## src/rtl/matrix_stream_io.sv

```systemverilog
// Serial load of two 3x3 16-bit operand matrices, one-cycle capture of the
// external multiplier's product, then serial streaming of the nine results.
module matrix_stream_io (
    input  logic         clk,
    input  logic         rst,
    input  logic [15:0]  in_data,
    input  logic         in_valid,
    output logic         in_ready,
    output logic [143:0] matrix_A,
    output logic [143:0] matrix_B,
    input  logic [143:0] Result,
    output logic [15:0]  out_data,
    output logic         out_valid,
    input  logic         out_ready,
    output logic         out_last,
    output logic         busy
);

    typedef enum logic [1:0] {
        ST_LOAD,
        ST_CAPTURE,
        ST_SEND
    } state_e;

    state_e         state_q, state_d;
    logic [4:0]     cnt_q, cnt_d;
    logic [3:0]     idx_q, idx_d;
    logic [143:0]   mat_a_q, mat_a_d;
    logic [143:0]   mat_b_q, mat_b_d;
    logic [143:0]   res_q, res_d;
    logic           accept;
    logic           emit;
    logic [15:0]    res_elem;

    assign accept = (state_q == ST_LOAD) && in_valid;
    assign emit   = (state_q == ST_SEND) && out_ready;

    always_comb begin
        res_elem = 16'h0000;
        for (int i = 0; i < 9; i++) begin
            if (idx_q == 4'(i)) begin
                res_elem = res_q[143-16*i -: 16];
            end
        end
    end

    always_comb begin
        state_d = state_q;
        cnt_d   = cnt_q;
        idx_d   = idx_q;
        mat_a_d = mat_a_q;
        mat_b_d = mat_b_q;
        res_d   = res_q;
        unique case (state_q)
            ST_LOAD: begin
                if (accept) begin
                    // Slots 0-8 land in A, 9-17 in B, both row-major.
                    for (int i = 0; i < 9; i++) begin
                        if (cnt_q == 5'(i)) begin
                            mat_a_d[143-16*i -: 16] = in_data;
                        end
                        if (cnt_q == 5'(i + 9)) begin
                            mat_b_d[143-16*i -: 16] = in_data;
                        end
                    end
                    if (cnt_q == 5'd17) begin
                        cnt_d   = 5'd0;
                        state_d = ST_CAPTURE;
                    end else begin
                        cnt_d = cnt_q + 5'd1;
                    end
                end
            end
            ST_CAPTURE: begin
                res_d   = Result;
                state_d = ST_SEND;
            end
            ST_SEND: begin
                if (emit) begin
                    if (idx_q == 4'd8) begin
                        idx_d   = 4'd0;
                        state_d = ST_LOAD;
                    end else begin
                        idx_d = idx_q + 4'd1;
                    end
                end
            end
            default: begin
                state_d = ST_LOAD;
                cnt_d   = 5'd0;
                idx_d   = 4'd0;
            end
        endcase
    end

    always_ff @(posedge clk) begin
        if (rst) begin
            state_q <= ST_LOAD;
            cnt_q   <= 5'd0;
            idx_q   <= 4'd0;
            mat_a_q <= '0;
            mat_b_q <= '0;
            res_q   <= '0;
        end else begin
            state_q <= state_d;
            cnt_q   <= cnt_d;
            idx_q   <= idx_d;
            mat_a_q <= mat_a_d;
            mat_b_q <= mat_b_d;
            res_q   <= res_d;
        end
    end

    // Handshake outputs are forced low for the whole reset pulse.
    always_comb begin
        in_ready  = !rst && (state_q == ST_LOAD);
        out_valid = !rst && (state_q == ST_SEND);
        out_last  = !rst && (state_q == ST_SEND) && (idx_q == 4'd8);
        out_data  = (!rst && (state_q == ST_SEND)) ? res_elem : 16'h0000;
        busy      = !rst && ((state_q != ST_LOAD) || (cnt_q != 5'd0));
    end

    assign matrix_A = mat_a_q;
    assign matrix_B = mat_b_q;

endmodule

```

## config.mk

```make
export PLATFORM = sky130hd
export DESIGN_NAME = matrix_stream_io
export DESIGN_NICKNAME = d
export VERILOG_FILES = /design/src/rtl/matrix_stream_io.sv
export SDC_FILE = /design/constraint.sdc
export NUM_CORES = 1
export LEC_CHECK = 0
export ABC_AREA = 1
export CAP_MARGIN = 20
export CORE_MARGIN = 2
export CORE_UTILIZATION = 52
export DETAILED_ROUTE_END_ITERATION = 8
export PLACE_DENSITY = 0.82
export SETUP_SLACK_MARGIN = 0.02
export SYNTH_ARGS = -nofsm -noshare
export SYNTH_HDL_FRONTEND = slang
export SYNTH_SLANG_ARGS = --single-unit
```

## constraint.sdc

```tcl
create_clock -name clk -period 3.65 [get_ports clk]
set_input_delay 0.5475 -clock clk [delete_from_list [all_inputs] [get_ports clk]]
set_output_delay 0.5475 -clock clk [all_outputs]
set_load 0.02 [all_outputs]
```

==> metrics.md <==
| Metric | Value |
|---|---|
| Outcome | completed |
| Total GRT Usage | 34.9% |
| Reg2reg setup slack | 1.25 ns |
| RSZ-0062 raised after global routing | false |
| Fin crit period | 3.43 ns |
| Worst slew pin tran | 1.17 ns |
| WP data arrival | 2.88 ns |
| CTS H-tree lvls | 2 |
| Largest net degree at the start of global routing | 181 |
| Final setup fails | 0 |
| Post-detail-place hpwl | 42800 um |
| Worst r2r path cells | 8 |
| Final Instance Count excl. Fillers | 3334 |
| Clk slew on worst S/H paths | 0.06 ns |
| Post-DP Area | 0.0225 sq mm |
| Clock skew | 0.0210 ns |
| Final instance area | 0.0242 sq mm |
| Clock net sink count | 443 |
| Post-Syn Instances | 2477 |
| Core Region | 0.0335 sq mm |
| Yosys top cell area share | 50.1% |
| Share of cells above drive strength 1 | 5.24% |
| Power per cell area | 560 mW/mm^2 |
| Post-place setup slack | 0.443 ns |
| # IOs | 472 |
| Hold_buf cts | 0 |
| Hold Violations, Final | 0 |
| Syn_nets | 2654 |
| First DRT Iteration DRCs | 1584 |
| Startpoint Class | flop |
| Final nets | 3028 |
| Skew-Pair Late Insertion Delay | 0.56 ns |
| Largest area contributor in the netlist | dfxtp_1 |
| Netlist Area Pre-Place | 0.0177 sq mm |
| Setup total negative slack | 0 ns |
| Tcrit/Tclk final | 94.0% |
| PnR worst setup slack | 0.221 ns |
| Main synth FF type | dfxtp_1 |
| Hold Crit Start | matrix_B[9]$_SDFFE_PP0P_ |
| CP required | 3.10 ns |
| Min-Delay Path Depth | 2 |
| Die X-Extent | 189 um |
| Max IR drop VDD | 0.515 mV |
| Initial DRT Pass Iterations | 7 |
| Placed cell count | 3250 |
| Final antenna-violating net count | 0 |
| Relative slew slack | 22.0% |
| Cell Rows | 67 |
| DRT Wirelength | 63700 um |
| Vias in the first global route | 17900 |
| Cts bufs inserted | 45 |
| Post-synth ARST share | 0% |
| CTS Buffer Depth | 3 |
| WL per Instance | 19.1 um |
| Worst Hold End | matrix_B[9]$_SDFFE_PP0P_ |
| Via density | 5.40 |
| Critical R2R Launch | state_q[1]$_SDFFE_PP0P_ |
| Number of synthesized flops with an enable pin | 0 |
| Starting density of the core | 52.8% |
| Grt ovf | 0 |
| Most frequent cell after synthesis | nor2_1 |
| Yosys reg bits | 443 |
| Yosys warnings | 0 |
| Full die area | 0.0355 sq mm |
| Min-delay worst type | flop to flop |
| Reg2reg end | matrix_A[140]$_SDFFE_PP0P_ |
| Distinct cells, synth | 30 |
| Avg Inst Size Synth | 7.15 sq um |
| Achievable frequency | 292 MHz |
| Initial antenna violation count | 4 |
| Worst-path fanout max | 16 |
| CP endpoint kind | output pin |
| Max Cap Violations | 0 |
| Leakage | 10.6 nW |
| TritonCTS clock tree | done |
| Post-synth top cells | nor2_1, dfxtp_1, o21ai_0, nand2_1, inv_1 |
| CTS root buf | clkbuf_16 |
| Top cells by area, synth | dfxtp_1, nor2_1, o21ai_0, nand2_1, nand3_1 |
| GP Congestion | 0.901 |
| Final count of pins violating max slew | 0 |
| DRC Markers | 0 |
| DIE HEIGHT | 189 um |
| Port bufs | 471 |
| Routed via count | 18000 |
| Setup CP Type | flop to output pin |
| Area Overhead vs Synth | 36.5% |
| Register area share after synthesis | 50.1% |
| Global-route wire length before repair | 98500 um |
## what timing repair did
| action | 4_1_cts | 5_1_grt |
|---|---|---|
| resized for setup | 4 | 17 |
| setup endpoints to repair | 9 | 13 |
| pin swaps | 0 | 1 |
| cloned | 0 | 0 |
| buffers inserted | 0 | 1 |
## power breakdown
group          internal [mW]  switching, mW
clock                   2.80           1.95
sequential              5.37          0.324
combinational           1.11           1.97
## worst max path at each step
stage	slack [ns]	end	cells past startpoint	from
after global routing	0.04	out_data[0]	13	idx_q[0]$_SDFFE_PP0P_
after floorplan	1.26	out_data[10]	13	idx_q[1]$_SDFFE_PP0P_
after CTS	0.05	out_data[12]	13	idx_q[1]$_SDFFE_PP0P_
final	0.22	out_data[14]	13	idx_q[0]$_SDFFE_PP0P_
after detailed placement	0.44	out_data[10]	13	idx_q[1]$_SDFFE_PP0P_
after global placement	0.53	out_data[10]	13	idx_q[1]$_SDFFE_PP0P_
## per-stage QoR
stage          utilization (%)  power, mW  hold slack [ns]
6_report                  72.1       13.5            0.455
5_1_grt                   72.0       14.1            0.474
4_1_cts                   71.8       13.5            0.451
3_5_place_dp              67.2       8.78            0.442
3_3_place_gp              67.2       8.70            0.435
2_1_floorplan                -       7.53            0.454
## critical path, stage by stage, from the launching register on
cell and delay (ns):
dfxtp_1 0.41, inv_1 0.11, ha_1 0.25, buf_4 0.21, nand3b_1 0.10, nand2_1 0.05, inv_1 0.05, nand2_1 0.06
nand2_1 0.07, nand2_1 0.08, nand2_1 0.10, nand2_1 0.05, a21oi_1 0.16, clkdlybuf4s50_1 0.64
## cells by family (layout without fill, tap and decap cells)
group	count (synthesis)	in the layout	share of synthesized area, %
AND/OR/NAND/NOR	1219	1219	27.9
AO/OA/AOI/OAI	493	493	14.0
flip-flops	443	443	50.1
buffers and inverters	305	710	6.92
adder cells (fa/ha/maj)	13	13	0.919
XOR/XNOR	4	4	0.198
other	0	4	0
## flip-flops by register name (all words and copies together) (netlist names)
register  count
state_q       2
res_q       144
idx_q         4
matrix_B    144
cnt_q         5
matrix_A    144
## layout make-up
type	instances	area [sq um]
clock inverters	12	189
diodes	4	10.0
inverters	123	477
well taps	448	561
repair buffers	509	5100
multi-input cells	1729	7630
clock buffers	66	1330
fillers	2579	9370
flip-flops and latches	443	8870
## placed cells by master, fill, tap and decap left out, types with 5 or more instances in the layout
cell type and n:
nand3_1 87, buf_4 31, dfxtp_1 443, ha_1 12
inv_2 15, inv_1 97, clkinv_1 8, nor2_1 877
nor2_4 17, nand3b_1 16, a21oi_1 54, clkinv_2 5
clkbuf_16 46, nand2_1 208, o21ai_1 26, clkbuf_8 10
clkbuf_1 10, o21ai_0 408, dlymetal6s2s_1 10, clkdlybuf4s50_1 458
## layer usage
metal,routed length [um],part of all wire (%),global-route usage [%],vias up
met5,0,0,0,-
met4,3680,5.8,18.9,0
met3,6280,9.9,9.78,216
met2,29300,46,57.4,864
met1,24400,38,41.2,8334
li1,-,-,-,8576
No activity file was read; power rests on OpenSTA's default activity.
==> variant 1: new RTL, same settings <==
Compare `cnt_q` against `5'd17` with >= in place of ==.
--- a/src/rtl/matrix_stream_io.sv
+++ b/src/rtl/matrix_stream_io.sv
@@ -64,5 +64,5 @@
                         end
                     end
-                    if (cnt_q == 5'd17) begin
+                    if (cnt_q >= 5'd17) begin
                         cnt_d   = 5'd0;
                         state_d = ST_CAPTURE;
Function: same outputs for any inputs over 4 cycles, from zero or initial values and one cycle with rst high; that may be too few to reach the edited logic, so the function may still have changed.
==> variant 1 against the unedited design <==
- sequential cell count is the same
- via count is essentially flat
- cell count shrank 0.24%
- highest routed layer unchanged
- worst setup slack lost 0.061 ns
- maximum frequency shrank 1.8%
- wire length grew 2.6%
- clock skew shrank 0.0013 ns
- hold slack lost 0.0066 ns
- synthesized area grew 0.41%
- critical endpoint is now out_data[2]
- register-to-register slack lost 0.19 ns
- power grew 9.1%
- cell area shrank 0.50%
- critical path depth is the same
- critical path type unchanged
- core utilization shrank 0.54 points
==> variant 1: results (changes against the unedited design) <==
Clock network
The clock input transition at the sequential cells of the worst setup and hold paths is 0.06 ns (about the same). The root cell of the clock tree is sky130_fd_sc_hd__clkbuf_16. The clock insertion delay at the later pin of the skew report is 0.57 ns. The maximum buffer depth of the clock tree is 3 (unchanged). The setup fix buffers added after clock tree synthesis is 0 (unchanged).

The number of buffers added by the clock tree synthesis step is 45 (unchanged). The number of levels the H-tree was split into is 2 (unchanged).

Logic synthesis
The proportion of synthesized area in mux cells is 0% (unchanged). The synthesized-area fraction occupied by ao, oa, aoi and oai cells is 14.1% (+0.070 points). The post-synthesis adder-cell area fraction is 0.845% (-0.074 points). The number of distinct library cells after synthesis was 30 (unchanged). The synthesized netlist net count is 2656 (+0.075%). The async set or reset register ratio after synthesis is 0% (unchanged). The number of synthesis warnings is 0 (unchanged). The most common flop cell mapped by yosys is sky130_fd_sc_hd__dfxtp_1. The fraction of synthesized cell area in xor and xnor cells is 0.197% (-0.00081 points). Yosys attributes the largest share of cell area to sky130_fd_sc_hd__dfxtp_1 (50%), sky130_fd_sc_hd__nor2_1 (19%), sky130_fd_sc_hd__o21ai_0 (12%). The area share of the leading cell type in the synthesized netlist is 49.9% (-0.20 points). The portion of the post-synthesis area used by sequential elements is 49.9% (-0.20 points). The commonest cells after synthesis are sky130_fd_sc_hd__nor2_1 (912), sky130_fd_sc_hd__dfxtp_1 (443), sky130_fd_sc_hd__o21ai_0 (434).

Timing
The transition time of the tightest slew-check pin is 1.22 ns (+0.0567 ns). The total of endpoints with negative setup slack in the final report is 0 (unchanged). The clock tree skew after final layout was 0.0197 ns (-0.00133 ns).

Worst setup path
The largest individual stage delay along the critical path comes from the cell sky130_fd_sc_hd__clkdlybuf4s50_1. The maximum fanout along the worst path is 17 (+1). The critical path's largest stage delay was 0.66 ns (+0.02 ns). STA classifies the critical path startpoint as a register. The data arrival time of the critical path is 2.94 ns (+0.06 ns). The gate family responsible for the most delay along the worst path is buffers and inverters.

Global route
The initial antenna violation count is 0 (-4). The first-pass GRT wire length is 99000 um (+0.46%). The via count of the first global-routing pass is 17818 (-0.63%).

The maximum number of pins on one net before global-route repair is 154 (-15%). The global-route usage over all layers came to 35.4% (+0.51 points).

Hold path
The tightest min-delay check is of the register to register type.

Drt
The total routed wirelength is 65300 um (+2.6%). The violation count after the first detailed-routing iteration is 1453 (-8.3%). The post-detailed-route via-to-cell ratio is 5.41 (+0.20%).

The detailed-router iteration count before antenna repair is 5 (-2).

Layout
The net total in the final layout is 3021 (-0.23%). The diode insertion count for antenna repair was 0 (-4). The signed area change from the synthesized netlist to the final layout is 35.3%.

The fraction of layout instances using a drive strength above 1 is 5.28% (+0.042 points). The final-layout fill cell count is 2664 (+3.3%).

Place
The total half-perimeter wirelength after legalization and detailed placement is 43800 um (+2.3%). The instance area at placement is 0.0225 mm^2 (-0.23%). The number of I/O port buffers is 471 (unchanged). The final weighted congestion in routability-driven placement was 0.899 (-0.26%).

Power and ir drop
The worst-case vdd ir drop is 0.000436 V (-15%). The static leakage is 0.0106 uW (-0.59%).

Outcome
The run finished with clean final reports.
==> variant 1: area by class of cell <==
| type | instances | share of cell area, % |
|---|---|---|
| clock buffer | 66 | 5.47 |
| clock inverter | 14 | 0.666 |
| inverter | 123 | 1.96 |
| multi-input combinational | 1730 | 31.7 |
| sequential | 443 | 36.9 |
| tap | 448 | 2.33 |
| timing repair buffer | 502 | 20.9 |
==> variant 1: what timing repair did <==
item                                   4_1_cts  5_1_grt
gates resized for setup                      6       17
endpoints found under the hold margin        0        0
hold buffers                                 0        0
setup endpoints to repair                   16       16
gates cloned                                 0        0
==> variant 1: worst register-to-register path, stage by stage (launching register included) <==
cell	delay, ns
sky130_fd_sc_hd__dfxtp_1	0.43
sky130_fd_sc_hd__nand2_1	0.25
sky130_fd_sc_hd__nor2_1	0.21
sky130_fd_sc_hd__ha_1	0.17
sky130_fd_sc_hd__nand3_1	0.71
sky130_fd_sc_hd__o21ai_0	0.55
sky130_fd_sc_hd__a21oi_1	0.09
==> variant 1: stage by stage <==
step	hold WS (ns)	cells	setup WS, ns	total power (uW)
3_3_place_gp	0.431	3246	0.422	10100
6_report	0.448	3326	0.159	14800
2_1_floorplan	0.454	2480	1.35	8570
4_1_cts	0.451	3326	0.0450	14700
5_1_grt	0.469	3326	0.0240	15400
3_5_place_dp	0.440	3246	0.398	10100
==> variant 1: where the power goes <==
| part | total, uW | switching [uW] | internal [uW] |
|---|---|---|---|
| combinational | 3760 | 2430 | 1330 |
| clock | 4620 | 1970 | 2650 |
| sequential | 6380 | 602 | 5780 |
==> variant 1: logic make-up after synthesis <==
family	after synthesis
and+or+nand+nor	1218
AOI/OAI and AO/OA	496
DFF	443
buffers and inverters	307
adders and majority gates	12
xor gates and xnor gates	4
==> variant 1: path summary, 6_finish.rpt <==
| check | slack, ns | from | end | depth (start not counted) |
|---|---|---|---|---|
| setup / recovery | 0.16 | idx_q[1] | out_data[2] | 13 |
| hold / removal | 0.45 | matrix_B[47] | matrix_B[47] | 2 |
| setup reg to reg | 1.06 | cnt_q[2] | matrix_B[42] | 6 |
| hold reg to reg | 0.45 | matrix_B[47] | matrix_B[47] | 2 |
==> variant 1: metal layers <==
layer | GRT usage [%] | up-vias | share of wire (%)
met5 | 0 | - | 0
met2 | 58.5 | 814 | 47
met1 | 41.2 | 8403 | 38
li1 | - | 8557 | -
met4 | 20.0 | 0 | 5.9
met3 | 10.1 | 209 | 9.7
==> variant 2: new RTL, config.mk and constraints unchanged <==
Made on the original files. The 3 states of `state_e` get a one-hot encoding in 3 bits.
--- a/src/rtl/matrix_stream_io.sv
+++ b/src/rtl/matrix_stream_io.sv
@@ -17,8 +17,8 @@
 );
 
-    typedef enum logic [1:0] {
-        ST_LOAD,
-        ST_CAPTURE,
-        ST_SEND
+    typedef enum logic [2:0] {
+        ST_LOAD    = 3'b001,
+        ST_CAPTURE = 3'b010,
+        ST_SEND    = 3'b100
     } state_e;
 
Formal check against the unedited RTL: same outputs for any inputs over 4 cycles, from zero or initial values and one cycle with rst high; so few cycles prove little.
==> variant 2 against the unedited design <==
- clock skew rose by 0.0060 ns
- worst setup slack improved by 0.011 ns
- critical path depth rose by 1
- sequential cell count rose by 1
- synthesized cell count rose by 0.36%
- synthesized area rose by 0.64%
- count of clock-buffer cells in the layout fell by 8
- cell area rose by 0.52%
- wire length fell by 0.98%
- critical endpoint is now out_data[9]
- largest cell class unchanged
- highest routed layer unchanged
Power is not compared: it rests on default switching activity, and its combinational part moved more than twofold at a synthesized area within 25%.
==> variant 2: results (changes against the unedited design) <==
Logic synthesis
Counting instances in the post-synthesis netlist gives the leading cell types as sky130_fd_sc_hd__nor2_1 (621), sky130_fd_sc_hd__dfxtp_1 (444), sky130_fd_sc_hd__o21ai_0 (409). The synthesized netlist net count is 2659 (+0.19%). In the post-synthesis netlist, the biggest area contributors are sky130_fd_sc_hd__dfxtp_1 (50%), sky130_fd_sc_hd__nor2_1 (13%), sky130_fd_sc_hd__o21ai_0 (11%). The number of synthesis warnings is 0 (unchanged). The number of distinct library cells after synthesis is 30 (unchanged). The portion of the post-synthesis area used by sequential elements came to 49.9% (-0.20 points). The average size of a mapped cell was 7.17 um^2 (+0.27%). The async set or reset register ratio after synthesis is 0% (unchanged).

Hold path
The min-delay analysis places its worst path in the category register to register.

Global route
The first-pass GRT wire length was 95500 um (-3.1%). The maximum number of pins on one net before global-route repair is 127 (-30%). The global-route usage over all layers was 34.1% (-0.79 points). The initial antenna violation count came to 2 (-2). The met1 global-route usage is 41.9% (+0.68 points). The met3 usage was 10.1% (+0.34 points). The via count of the first global-routing pass is 17020 (-5.1%). The global-route met2 utilization came to 54.2% (-3.2 points).

Worst setup path
The critical path's largest stage delay was 0.37 ns (-0.27 ns). The slowest library cell on the worst path is sky130_fd_sc_hd__dlygate4sd2_1. The maximum fanout along the worst path came to 17 (+1).

The data arrival time of the critical path is 2.87 ns (about the same). The gate family responsible for the most delay along the worst path is buffers and inverters.

Drt
The length of routed met2 wiring came to 28500 um (-2.8%). The via count is 18046 (+0.31%). The violation count after the first detailed-routing iteration is 1564 (-1.3%).

The routed metal-1 wire length is 24800 um (+1.9%). Routed signal wires occupy layers up through met4. The detail-routed net length per standard cell is 18.9 um (-1.2%). The remaining antenna violation count after routing is 0 (unchanged). The length of routed met3 wiring is 6570 um (+4.7%).

Power and ir drop
Sequential cells consume a total of 4970 uW. Combinational cells consume a total of 933 uW.

Clock network
The clock insertion delay at the later pin of the skew report was 0.58 ns (+0.02 ns). The root buffer cell chosen for the clock tree is sky130_fd_sc_hd__clkbuf_16. The maximum buffer depth of the clock tree was 3 (unchanged). The number of levels the H-tree was split into is 2 (unchanged). The number of buffers added by the clock tree synthesis step is 45 (unchanged). The setup fix buffers added after clock tree synthesis is 0 (unchanged). The clock input transition at the sequential cells of the worst setup and hold paths is 0.07 ns.

Layout
The count of non-filler cells in the finished layout is 3342 (+0.24%). The final-layout fill cell count is 2635 (+2.2%). The fraction of layout instances using a drive strength above 1 was 5.46% (+0.22 points). The net total in the final layout is 3029 (+0.033%).

Place
The final weighted congestion in routability-driven placement is 0.923 (+2.5%). The instance area at placement is 0.0227 mm^2 (+0.62%). The number of I/O port buffers came to 471 (unchanged). The total half-perimeter wirelength after legalization and detailed placement came to 43700 um (+2.1%).

Timing
The transition time of the tightest slew-check pin is 1.21 ns (+0.0410 ns). The clock tree skew after final layout was 0.0270 ns (+0.00597 ns).

Outcome
The run finished with clean final reports.
-- variant 2: cell count changes in the layout (fill, tap and decap cells not counted), moves of 11 or more --
cell and delta:
sky130_fd_sc_hd__nor2_4 -11, sky130_fd_sc_hd__a21oi_1 +126, sky130_fd_sc_hd__nor2_1 -256, sky130_fd_sc_hd__inv_1 +134, sky130_fd_sc_hd__nand2_1 +13
-- variant 2: cell type report --
class | instances | area (um^2) | area share (%)
Tap cell | 448 | 561 | 2.31
Timing Repair Buffer | 514 | 5090 | 21.0
Multi-Input combinational cell | 1605 | 7240 | 29.8
Clock buffer | 58 | 1250 | 5.17
Clock inverter | 25 | 312 | 1.28
Inverter | 246 | 936 | 3.85
Sequential cell | 444 | 8890 | 36.6
Antenna cell | 2 | 5.00 | 0.0206
-- variant 2: path summary, 6_finish.rpt --
check | from | end | slack, ns | cells past startpoint
setup reg to reg | state_q[1] | matrix_B[122] | 0.97 | 8
hold reg to reg | matrix_B[108] | matrix_B[108] | 0.44 | 2
setup / recovery | idx_q[1] | out_data[9] | 0.23 | 14
hold / removal | matrix_B[108] | matrix_B[108] | 0.44 | 2
-- variant 2: kinds of logic after synthesis --
group	count (synthesis)	synth area share, %
simple gates	978	22.4
fa+ha+maj	9	0.632
compound gates	618	17.4
flops	444	49.9
buf+inv	437	9.62
-- variant 2: metrics by stage --
step                total power, uW  utilization, %  hold WS, ns  setup slack (ns)
global route                  11100            72.2        0.460            0.0349
floorplan                      5490               -        0.446              1.17
CTS                           10800            72.1        0.443            0.0299
global placement               5960            67.4        0.431             0.544
detailed placement             5980            67.5        0.436             0.478
finish                        10800            72.2        0.444             0.232
-- variant 2: timing repair --
item	4_1_cts	5_1_grt
gates resized for setup	14	4
setup endpoints to repair	16	4
hold endpoints to repair	0	0
pin swaps	0	0
gates cloned	0	0
